**src/rtl/ysyx_210238_wb_unit_pkg.sv**
```systemverilog
// Shared definitions for the writeback unit: load size encodings, register
// address width and the {rd, data} writeback entry layout.
package ysyx_210238_wb_unit_pkg;

  localparam int REG_ADDR_W = 5;
  localparam int WB_XLEN    = 64;

  typedef enum logic [1:0] {
    SZ_B = 2'd0,
    SZ_H = 2'd1,
    SZ_W = 2'd2,
    SZ_D = 2'd3
  } lsu_size_e;

  // Entry layout as stored in the LSU FIFO: rd in the upper bits, data below.
  typedef struct packed {
    logic [REG_ADDR_W-1:0] rd;
    logic [WB_XLEN-1:0]    data;
  } wb_entry_t;

endpackage

```
**src/rtl/ysyx_210238_wb_fifo.sv**
```systemverilog
// Small synchronous FIFO (power-of-two depth >= 2) holding buffered load
// results; the caller never pushes when full nor pops when empty.
module ysyx_210238_wb_fifo #(
  parameter  int WIDTH = 69,
  parameter  int DEPTH = 2,
  localparam int PTR_W = $clog2(DEPTH),
  localparam int CNT_W = PTR_W + 1
) (
  input  logic             clk,
  input  logic             rst_n,
  input  logic             push,
  input  logic [WIDTH-1:0] push_data,
  input  logic             pop,
  output logic [WIDTH-1:0] pop_data,
  output logic             full,
  output logic             empty,
  output logic [CNT_W-1:0] count
);

  localparam logic [PTR_W-1:0] PTR_ONE  = PTR_W'(1);
  localparam logic [CNT_W-1:0] CNT_ONE  = CNT_W'(1);
  localparam logic [CNT_W-1:0] CNT_FULL = CNT_W'(DEPTH);

  logic [WIDTH-1:0] mem [DEPTH];
  logic [PTR_W-1:0] wr_ptr;
  logic [PTR_W-1:0] rd_ptr;

  always_ff @(posedge clk) begin
    if (push) mem[wr_ptr] <= push_data;
  end

  always_ff @(posedge clk) begin
    if (!rst_n) begin
      wr_ptr <= '0;
      rd_ptr <= '0;
      count  <= '0;
    end else begin
      if (push) wr_ptr <= wr_ptr + PTR_ONE;
      if (pop)  rd_ptr <= rd_ptr + PTR_ONE;
      case ({push, pop})
        2'b10:   count <= count + CNT_ONE;
        2'b01:   count <= count - CNT_ONE;
        default: count <= count;
      endcase
    end
  end

  assign pop_data = mem[rd_ptr];
  assign full     = (count == CNT_FULL);
  assign empty    = (count == '0);

endmodule

```
**src/rtl/ysyx_210238_wb_unit.sv**
```systemverilog
// Writeback unit: arbitrates ALU and buffered LSU results onto one registered
// register-file write port and tracks pending writes. Optional perf counters
// are enabled with YSYX_210238_WB_PERF_CNT_EN.
module ysyx_210238_wb_unit
  import ysyx_210238_wb_unit_pkg::*;
#(
  parameter int XLEN           = 64,
  parameter int LSU_FIFO_DEPTH = 2
) (
  input  logic                  clk,
  input  logic                  rst_n,
  // Handshakes: a source transfers in a cycle where valid & ready are both
  // high; ready never depends on the same source's valid.
  input  logic                  i_alu_valid,
  output logic                  o_alu_ready,
  input  logic [REG_ADDR_W-1:0] i_alu_rd,
  input  logic [XLEN-1:0]       i_alu_data,
  input  logic                  i_lsu_valid,
  output logic                  o_lsu_ready,
  input  logic [REG_ADDR_W-1:0] i_lsu_rd,
  input  logic [XLEN-1:0]       i_lsu_data,
  input  logic [1:0]            i_lsu_size,
  input  logic                  i_lsu_unsigned,
  input  logic                  i_issue_valid,
  input  logic [REG_ADDR_W-1:0] i_issue_rd,
  input  logic [REG_ADDR_W-1:0] i_rs1_addr,
  input  logic [REG_ADDR_W-1:0] i_rs2_addr,
  output logic                  o_rs1_busy,
  output logic                  o_rs2_busy,
  output logic                  o_wen,
  output logic [REG_ADDR_W-1:0] o_addr,
  output logic [XLEN-1:0]       o_wdata
`ifdef YSYX_210238_WB_PERF_CNT_EN
  ,
  output logic [63:0]           o_wb_cnt,
  output logic [63:0]           o_alu_stall_cnt
`endif
);

  localparam int ENT_W = REG_ADDR_W + XLEN;
  localparam int CNT_W = $clog2(LSU_FIFO_DEPTH) + 1;
  localparam int NREGS = 1 << REG_ADDR_W;

  logic [ENT_W-1:0]      push_ent;
  logic [ENT_W-1:0]      head_ent;
  logic                  fifo_full;
  logic                  fifo_empty;
  logic [CNT_W-1:0]      fifo_count;
  logic                  lsu_push;
  logic                  fifo_pop;
  logic [XLEN-1:0]       lsu_ext;
  logic                  sel_valid;
  logic [REG_ADDR_W-1:0] sel_rd;
  logic [XLEN-1:0]       sel_data;
  logic                  sel_write;
  logic [NREGS-1:0]      busy_q;
  logic [NREGS-1:0]      busy_d;

  // Loads are older than anything the ALU is offering, so the ALU waits
  // until the FIFO has fully drained.
  assign o_lsu_ready = ~fifo_full;
  assign o_alu_ready = fifo_empty;
  assign lsu_push    = i_lsu_valid & ~fifo_full;
  assign fifo_pop    = ~fifo_empty;

  always_comb begin
    lsu_ext = i_lsu_data;
    case (lsu_size_e'(i_lsu_size))
      SZ_B:    lsu_ext = {{(XLEN-8){~i_lsu_unsigned & i_lsu_data[7]}}, i_lsu_data[7:0]};
      SZ_H:    lsu_ext = {{(XLEN-16){~i_lsu_unsigned & i_lsu_data[15]}}, i_lsu_data[15:0]};
      SZ_W:    lsu_ext = {{(XLEN-32){~i_lsu_unsigned & i_lsu_data[31]}}, i_lsu_data[31:0]};
      default: lsu_ext = i_lsu_data;
    endcase
  end

  assign push_ent = {i_lsu_rd, lsu_ext};

  ysyx_210238_wb_fifo #(
    .WIDTH (ENT_W),
    .DEPTH (LSU_FIFO_DEPTH)
  ) u_fifo (
    .clk       (clk),
    .rst_n     (rst_n),
    .push      (lsu_push),
    .push_data (push_ent),
    .pop       (fifo_pop),
    .pop_data  (head_ent),
    .full      (fifo_full),
    .empty     (fifo_empty),
    .count     (fifo_count)
  );

  always_comb begin
    sel_valid = 1'b0;
    sel_rd    = '0;
    sel_data  = '0;
    if (!fifo_empty) begin
      sel_valid = 1'b1;
      sel_rd    = head_ent[ENT_W-1:XLEN];
      sel_data  = head_ent[XLEN-1:0];
    end else if (i_alu_valid) begin
      sel_valid = 1'b1;
      sel_rd    = i_alu_rd;
      sel_data  = i_alu_data;
    end
  end

  // rd=0 results are consumed but never reach the register file.
  assign sel_write = sel_valid & (sel_rd != '0);

  always_ff @(posedge clk) begin
    if (!rst_n) begin
      o_wen   <= 1'b0;
      o_addr  <= '0;
      o_wdata <= '0;
    end else begin
      o_wen <= sel_write;
      if (sel_write) begin
        o_addr  <= sel_rd;
        o_wdata <= sel_data;
      end
    end
  end

  // A new issue to the register being written back wins over the clear.
  always_comb begin
    busy_d = busy_q;
    if (o_wen) busy_d[o_addr] = 1'b0;
    if (i_issue_valid && (i_issue_rd != '0)) busy_d[i_issue_rd] = 1'b1;
  end

  always_ff @(posedge clk) begin
    if (!rst_n) busy_q <= '0;
    else        busy_q <= busy_d;
  end

  assign o_rs1_busy = busy_q[i_rs1_addr] & ~(o_wen & (o_addr == i_rs1_addr));
  assign o_rs2_busy = busy_q[i_rs2_addr] & ~(o_wen & (o_addr == i_rs2_addr));

  always_ff @(posedge clk) begin
    if (rst_n) assert (fifo_count <= CNT_W'(LSU_FIFO_DEPTH));
  end

`ifdef YSYX_210238_WB_PERF_CNT_EN
  always_ff @(posedge clk) begin
    if (!rst_n) begin
      o_wb_cnt        <= '0;
      o_alu_stall_cnt <= '0;
    end else begin
      if (o_wen) o_wb_cnt <= o_wb_cnt + 64'd1;
      if (i_alu_valid & ~o_alu_ready) o_alu_stall_cnt <= o_alu_stall_cnt + 64'd1;
    end
  end
`endif

endmodule

```
**config.mk**
```make
export PLATFORM = sky130hd
export DESIGN_NAME = ysyx_210238_wb_unit
export DESIGN_NICKNAME = d
export VERILOG_FILES = /design/src/rtl/ysyx_210238_wb_unit_pkg.sv /design/src/rtl/ysyx_210238_wb_fifo.sv /design/src/rtl/ysyx_210238_wb_unit.sv
export SDC_FILE = /design/constraint.sdc
export NUM_CORES = 1
export LEC_CHECK = 0
export ABC_AREA = 1
export BUFFER_PORTS_ARGS = -buffer_cell sky130_fd_sc_hd__buf_2
export CAP_MARGIN = 40
export CORE_MARGIN = 3
export CORE_UTILIZATION = 50
export CTS_CLUSTER_SIZE = 12
export DETAILED_ROUTE_END_ITERATION = 10
export PLACE_DENSITY_LB_ADDON = 0.05
export SYNTH_ARGS = -nofsm -noshare
export SYNTH_HDL_FRONTEND = slang
export SYNTH_SLANG_ARGS = --single-unit
```
**constraint.sdc**
```tcl
create_clock -name clk -period 5.1 [get_ports clk]
set_input_delay 0 -clock clk [delete_from_list [all_inputs] [get_ports clk]]
set_output_delay 0 -clock clk [all_outputs]
set_load 0.01 [all_outputs]
```
---- After elaboration in Yosys (flattened, before gate mapping) ----
Memories as Yosys holds them, arrays and structs flattened. A register that Yosys moved wholly into a read port is not among the register bits.
Index checks and enable logic that the tools add are counted.
storage, ports and cells
  register bits after elaboration ......... 106
  output and inout port bits .............. 74
  memory bits (writable) .................. 138
  bits of input ports ..................... 161
  memories ................................ 1
  word-level logic and storage cells ...... 72
memory list
  name        depth  bits a word  read ports  clocked after Yosys merged registers in  wr ports  RTL line                   source
  u_fifo.mem  2      69           1           1                                        1         ysyx_210238_wb_fifo.sv:24  logic [WIDTH-1:0] mem [DEPTH];
cells by class
  mux-type cells .......................... 22
  $lt $le $gt $ge ......................... 6
  equality and inequality tests ........... 7
  add/subtract/negate cells ............... 4
  reductions and logical operators ........ 8
  bitwise logic cells ..................... 17
operators with widths
  kind                 number
  $pmux 64 s3          1
  $mux 64              2
  $mux 32              2
  $and 32x32->32       1
  $not 32->32          1
  $or 32x32->32        1
  $lt 5x6->1 const B   4
  $bmux 1 s5           2
  $demux 1 s5          2
  $eq 5x5->1           2
  $ge 5x1->1 const B   2
  $mux 1               10
  $mux 5               2
  $reduce_bool 5->1    2
  $and 1x1->1          9
  $eq 2x2->1 const B   3
  $not 1->1            5
  $eq 2x1->1 const B   2
  $logic_not 2->1      2
  $pmux 2 s2           1
  $logic_and 1x1->1    3
  $add 1x1->1 const B  2
  $add 2x1->2 const B  1
  $reduce_bool 2->1    1
  $sub 2x1->2 const B  1

---- Logic depth before layout (Yosys ltp) ----
  depth in word-level cells ............... 9
  depth in mapped cells ................... 13
  mapped depth without buffers ............ 10

---- Modules after synthesis ----
Synthesis repeated with hierarchy kept, for this count alone.
second synthesis, totals
  cell total of the unflattened synthesis .. 1,272
  area, all modules ....................... 11,200.7 µm²
modules (own cells, without submodules)
  module               cells an instance  times used  area an instance (µm²)  sequential area each (µm²)
  ysyx_210238_wb_unit  1,022              1           5,953.2                 2,042.0
  ysyx_210238_wb_fifo  250                1           5,247.5                 4,244.1

---- Worst setup path before layout ----
No wires, ideal clock.
  kind .................................... register -> register
  from .................................... register u_fifo.count[0]
  to ...................................... memory u_fifo.mem[1][0], enable pin
  setup slack ............................. 1,041 ps
  data arrival time ....................... 3,561 ps
  required time ........................... 4,602 ps
  cell stages (with the launch flop) ...... 5
  clock period less this slack ............ 4,059 ps
  buffers on the path ..................... 0
  setup time .............................. 498 ps
  cells stage by stage .................... dfxtp_1 > inv_2 > nand2_1 > nand2_1 > nor2_1
between the ends
  word-level cells in the longest chain between the ends .. 5
RTL lines
  element                       RTL line                   source
  from (decl)                   ysyx_210238_wb_fifo.sv:17  output logic [CNT_W-1:0] count
  from (signal assigned)        ysyx_210238_wb_fifo.sv:41  2'b10: count <= count + CNT_ONE;
  from (signal assigned)        ysyx_210238_wb_fifo.sv:42  2'b01: count <= count - CNT_ONE;
  from (signal assigned)        ysyx_210238_wb_fifo.sv:43  default: count <= count;
  $eq 2x2->1                    ysyx_210238_wb_fifo.sv:49  assign full = (count == CNT_FULL);
  $not 1->1                     n/a
  via o_lsu_ready               ysyx_210238_wb_unit.sv:19  output logic o_lsu_ready,
  $and 1x1->1                   ysyx_210238_wb_unit.sv:63  assign lsu_push = i_lsu_valid & ~fifo_full;
  $mux 1                        ysyx_210238_wb_fifo.sv:29  if (push) mem[wr_ptr] <= push_data;
  $mux 1 (not written as such)  ysyx_210238_wb_fifo.sv:29
  to (decl)                     ysyx_210238_wb_fifo.sv:24
The timed path passes the listed nets, and every way through them passes these cells.

---- Worst setup path after layout ----
  from .................................... register u_fifo.count[0]
  to ...................................... register o_wdata[39]
between the ends
  word-level cells in the longest chain between the ends .. 4
  elaborated cells between the ends (all ways) .. 6
  those cells by class .................... mux: 3; bitwise: 1; reduce/logical: 2
RTL lines
  element               RTL line                    source
  $logic_not 2->1 *     ysyx_210238_wb_fifo.sv:50   assign empty = (count == '0);
  $mux 5                ysyx_210238_wb_unit.sv:97   if (!fifo_empty) begin
  $reduce_bool 5->1     ysyx_210238_wb_unit.sv:109  assign sel_write = sel_valid & (sel_rd != '0);
  $and 1x1->1           ysyx_210238_wb_unit.sv:109
  to (signal assigned)  ysyx_210238_wb_unit.sv:120  o_wdata <= sel_data;
  to (decl)             ysyx_210238_wb_unit.sv:32   output logic [XLEN-1:0] o_wdata
Mark *: on every way between the ends. The rest lies on a longest branch, timed or not.
A chain may end at the register's enable or synchronous reset.

==> impl_metrics.yaml <==
sta:
  worst_pin_slew_ns: 0.857
  hold_violations: 0
  fin_crit_ns: 2.89
  max_slew_margin: 0.429
  period_share: 0.567
  max_clock_freq_ghz: 0.346
  finalSetupTns_ns: 0
  rsz0062_at_grt: "false"
  setup_viol: 0
  final.setup_skew_ns: 0.0113
  drv_slew: 0
placed_design:
  dpl.hpwl_mm: 22.1
  gp_congestion: 0.950
  port_buffers: 234
drt:
  routed_wl_mm: 37.0
  ant_nets: 0
  wl_met2_mm: 16.9
  dr_wl_met3_mm: 3.34
  num_vias: 11300
  first_iter_violations: 907
  routedWlPerCell_um: 17.9
  met1_length_mm: 15.7
  via_per_inst: 5.48
  drt-pass1-iter-count: 7
  dr.max_layer_used: "met4"
  drc: 0
yosys:
  yosysSeqAreaShare: 0.545
  synthFlopType: "edfxtp_1"
  synth_nets: 1596
  yosysTopAreaCell: "edfxtp_1"
  ys_ff_latch: 245
  synth.yosys.warnings: 0
  synth_common_cells: "nand2_1 (270), nor2_1 (218), o21ai_0 (166), nand3_1 (164), edfxtp_1 (138)"
  synth_cells: 1434
  synth_top_area_frac: 0.359
  synth.most_common_cell: "nand2_1"
  synth_cell_types: 24
  synthesis.area_um2: 11500
  synth_edf_count: 138
  synth_area_per_cell_um2: 8.05
  synthTopCellsByArea: "edfxtp_1 (36%), dfxtp_1 (19%), nand2_1 (8.8%)"
  synth-async-reset-ratio: 0
die:
  fp-row-count: 54
  core_area_um2: 22200
  initial_core_util: 0.519
  io_pins: 235
  die_h_um: 158
  die_x_um: 158
  die_area_um2: 24900
cells_and_area:
  post-route-util: 0.685
  multiInputGateArea_um2: 4410
  fill_cells: 1803
  syn_to_final_growth_pct: 31.9
  final-seq-area_um2: 6290
  drive_gt1_frac: 0.170
  fin_nets: 1931
critical_path:
  worstPathMaxFanout: 45
  cp.arrival_ns: 3.35
  rr_startpoint: "u_fifo.count[0]"
  cp-end-kind: "flip-flop"
  worstSetupStartpointType: "flip-flop"
  crit_path_start: "u_fifo.count[0]"
  crit_required_ns: 5.56
  crit_type: "reg2reg"
global_route:
  overflow: 0
  track_usage: 0.291
  grt_first_pass_wirelength_mm: 57.6
  grt_max_degree: 73
  antenna_found_initial: 1
  grt_pass1_vias: 10800
cts:
  clkLatencyLatePin_ns: 0.52
  clkSinkCount: 245
  cts.clk_slew.worst_paths_ns: 0.06
  clock-root-buffer: "clkbuf_16"
  tritoncts: "built"
  clk_path_buf_depth: 3
  cts_max_level: 1
  cts_resized: 0
  post_cts_buffers: 0
  cts_made_buffers: 27
  ctsHoldBuffers: 151
power:
  leakagePower_nw: 6.54
  ir_drop_uv: 463
  powerDensity_nw_per_um2: 506
  power_mw: 7.70
job:
  drv_cap: 0
min_path:
  hp-class: "in2reg"
  hold_path.startpoint: "i_alu_rd[0]"
outcome:
  status: "complete, no violations"
logic make-up after synthesis:
family                   count (synthesis)  synth area share
AND/OR/NAND/NOR                        736             0.275
flip-flops                             245             0.545
AO/OA/AOI/OAI                          233             0.103
buffers and inverters                  219            0.0764
adder cells (fa/ha/maj)                  1           0.00108
state kept, by name, summed over array words and instances, names as in the netlist, named ones only:
| register | cells |
|---|---|
| o_wen | 1 |
| u_fifo.wr_ptr | 1 |
| o_wdata | 64 |
| busy_q | 32 |
| u_fifo.rd_ptr | 1 |
| u_fifo.count | 2 |
| o_addr | 5 |
| u_fifo.mem | 138 |
power breakdown:
group / internal, mW / switching, mW / leakage (nW)
clock network: 1.09 / 0.750 / 0.404
registers: 2.50 / 0.189 / 2.19
logic: 0.984 / 2.19 / 3.94
total: 4.58 / 3.13 / 6.54
critical path, cell delays in order (launching register included):
cell	delay, ns
dfxtp_1	0.35
inv_2	0.10
nand2_2	0.39
buf_4	0.45
nand3_1	0.12
nand2_1	0.10
nor2_4	0.14
nand3_2	0.12
inv_2	0.38
buf_4	0.45
nor2_1	0.09
nor2_1	0.10
layout make-up:
type | instances | share of cell area
Inverter | 118 | 0.0291
Clock buffer | 38 | 0.0478
Sequential cell | 245 | 0.413
Timing Repair Buffer | 407 | 0.190
Clock inverter | 11 | 0.00674
Antenna cell | 1 | 0.000164
Multi-Input combinational cell | 970 | 0.290
Tap cell | 280 | 0.0230
path summary, 6_finish.rpt:
kind         depth (start not counted)  slack [ns]       endpoint
max                                 11        2.21    o_wdata[39]
min                                  7        0.02      o_addr[0]
max reg2reg                         11        2.21    o_wdata[39]
min reg2reg                          1        0.46  u_fifo.rd_ptr
stage by stage:
step | std cells | setup slack, ns | cell area, µm² | hold slack [ns]
2_1_floorplan | 1434 | 1.04 | 11500 | 0.0989
3_3_place_gp | 1862 | 2.34 | 12800 | 0.189
3_5_place_dp | 1869 | 2.24 | 12900 | 0.194
4_1_cts | 2069 | 2.21 | 15200 | 0.00108
5_1_grt | 2070 | 1.94 | 15200 | 0.0651
6_report | 2070 | 2.21 | 15200 | 0.0194
per-layer routing:
metal,vias to the layer above,global-route usage
li1,5504,-
met1,5193,0.413
met2,564,0.456
met3,85,0.0495
met4,0,0.0996
met5,-,0
cells in the final DEF (no fill, tap or decap), types with 2 or more instances in the layout:
master,count
nand3_2,2
buf_2,235
dlygate4sd3_1,151
nand3_1,164
nor2_1,215
buf_16,2
nor2_4,5
o21ai_1,12
nor3_1,13
o21ai_0,166
nand4_1,67
buf_4,18
clkinv_2,3
nand2_1,269
inv_2,4
clkinv_1,8
clkbuf_1,10
edfxtp_1,138
a21oi_1,47
bufinv_16,2
o22ai_1,6
inv_1,111
dfxtp_1,106
clkbuf_16,27
Power figures use the tool's default switching activity.
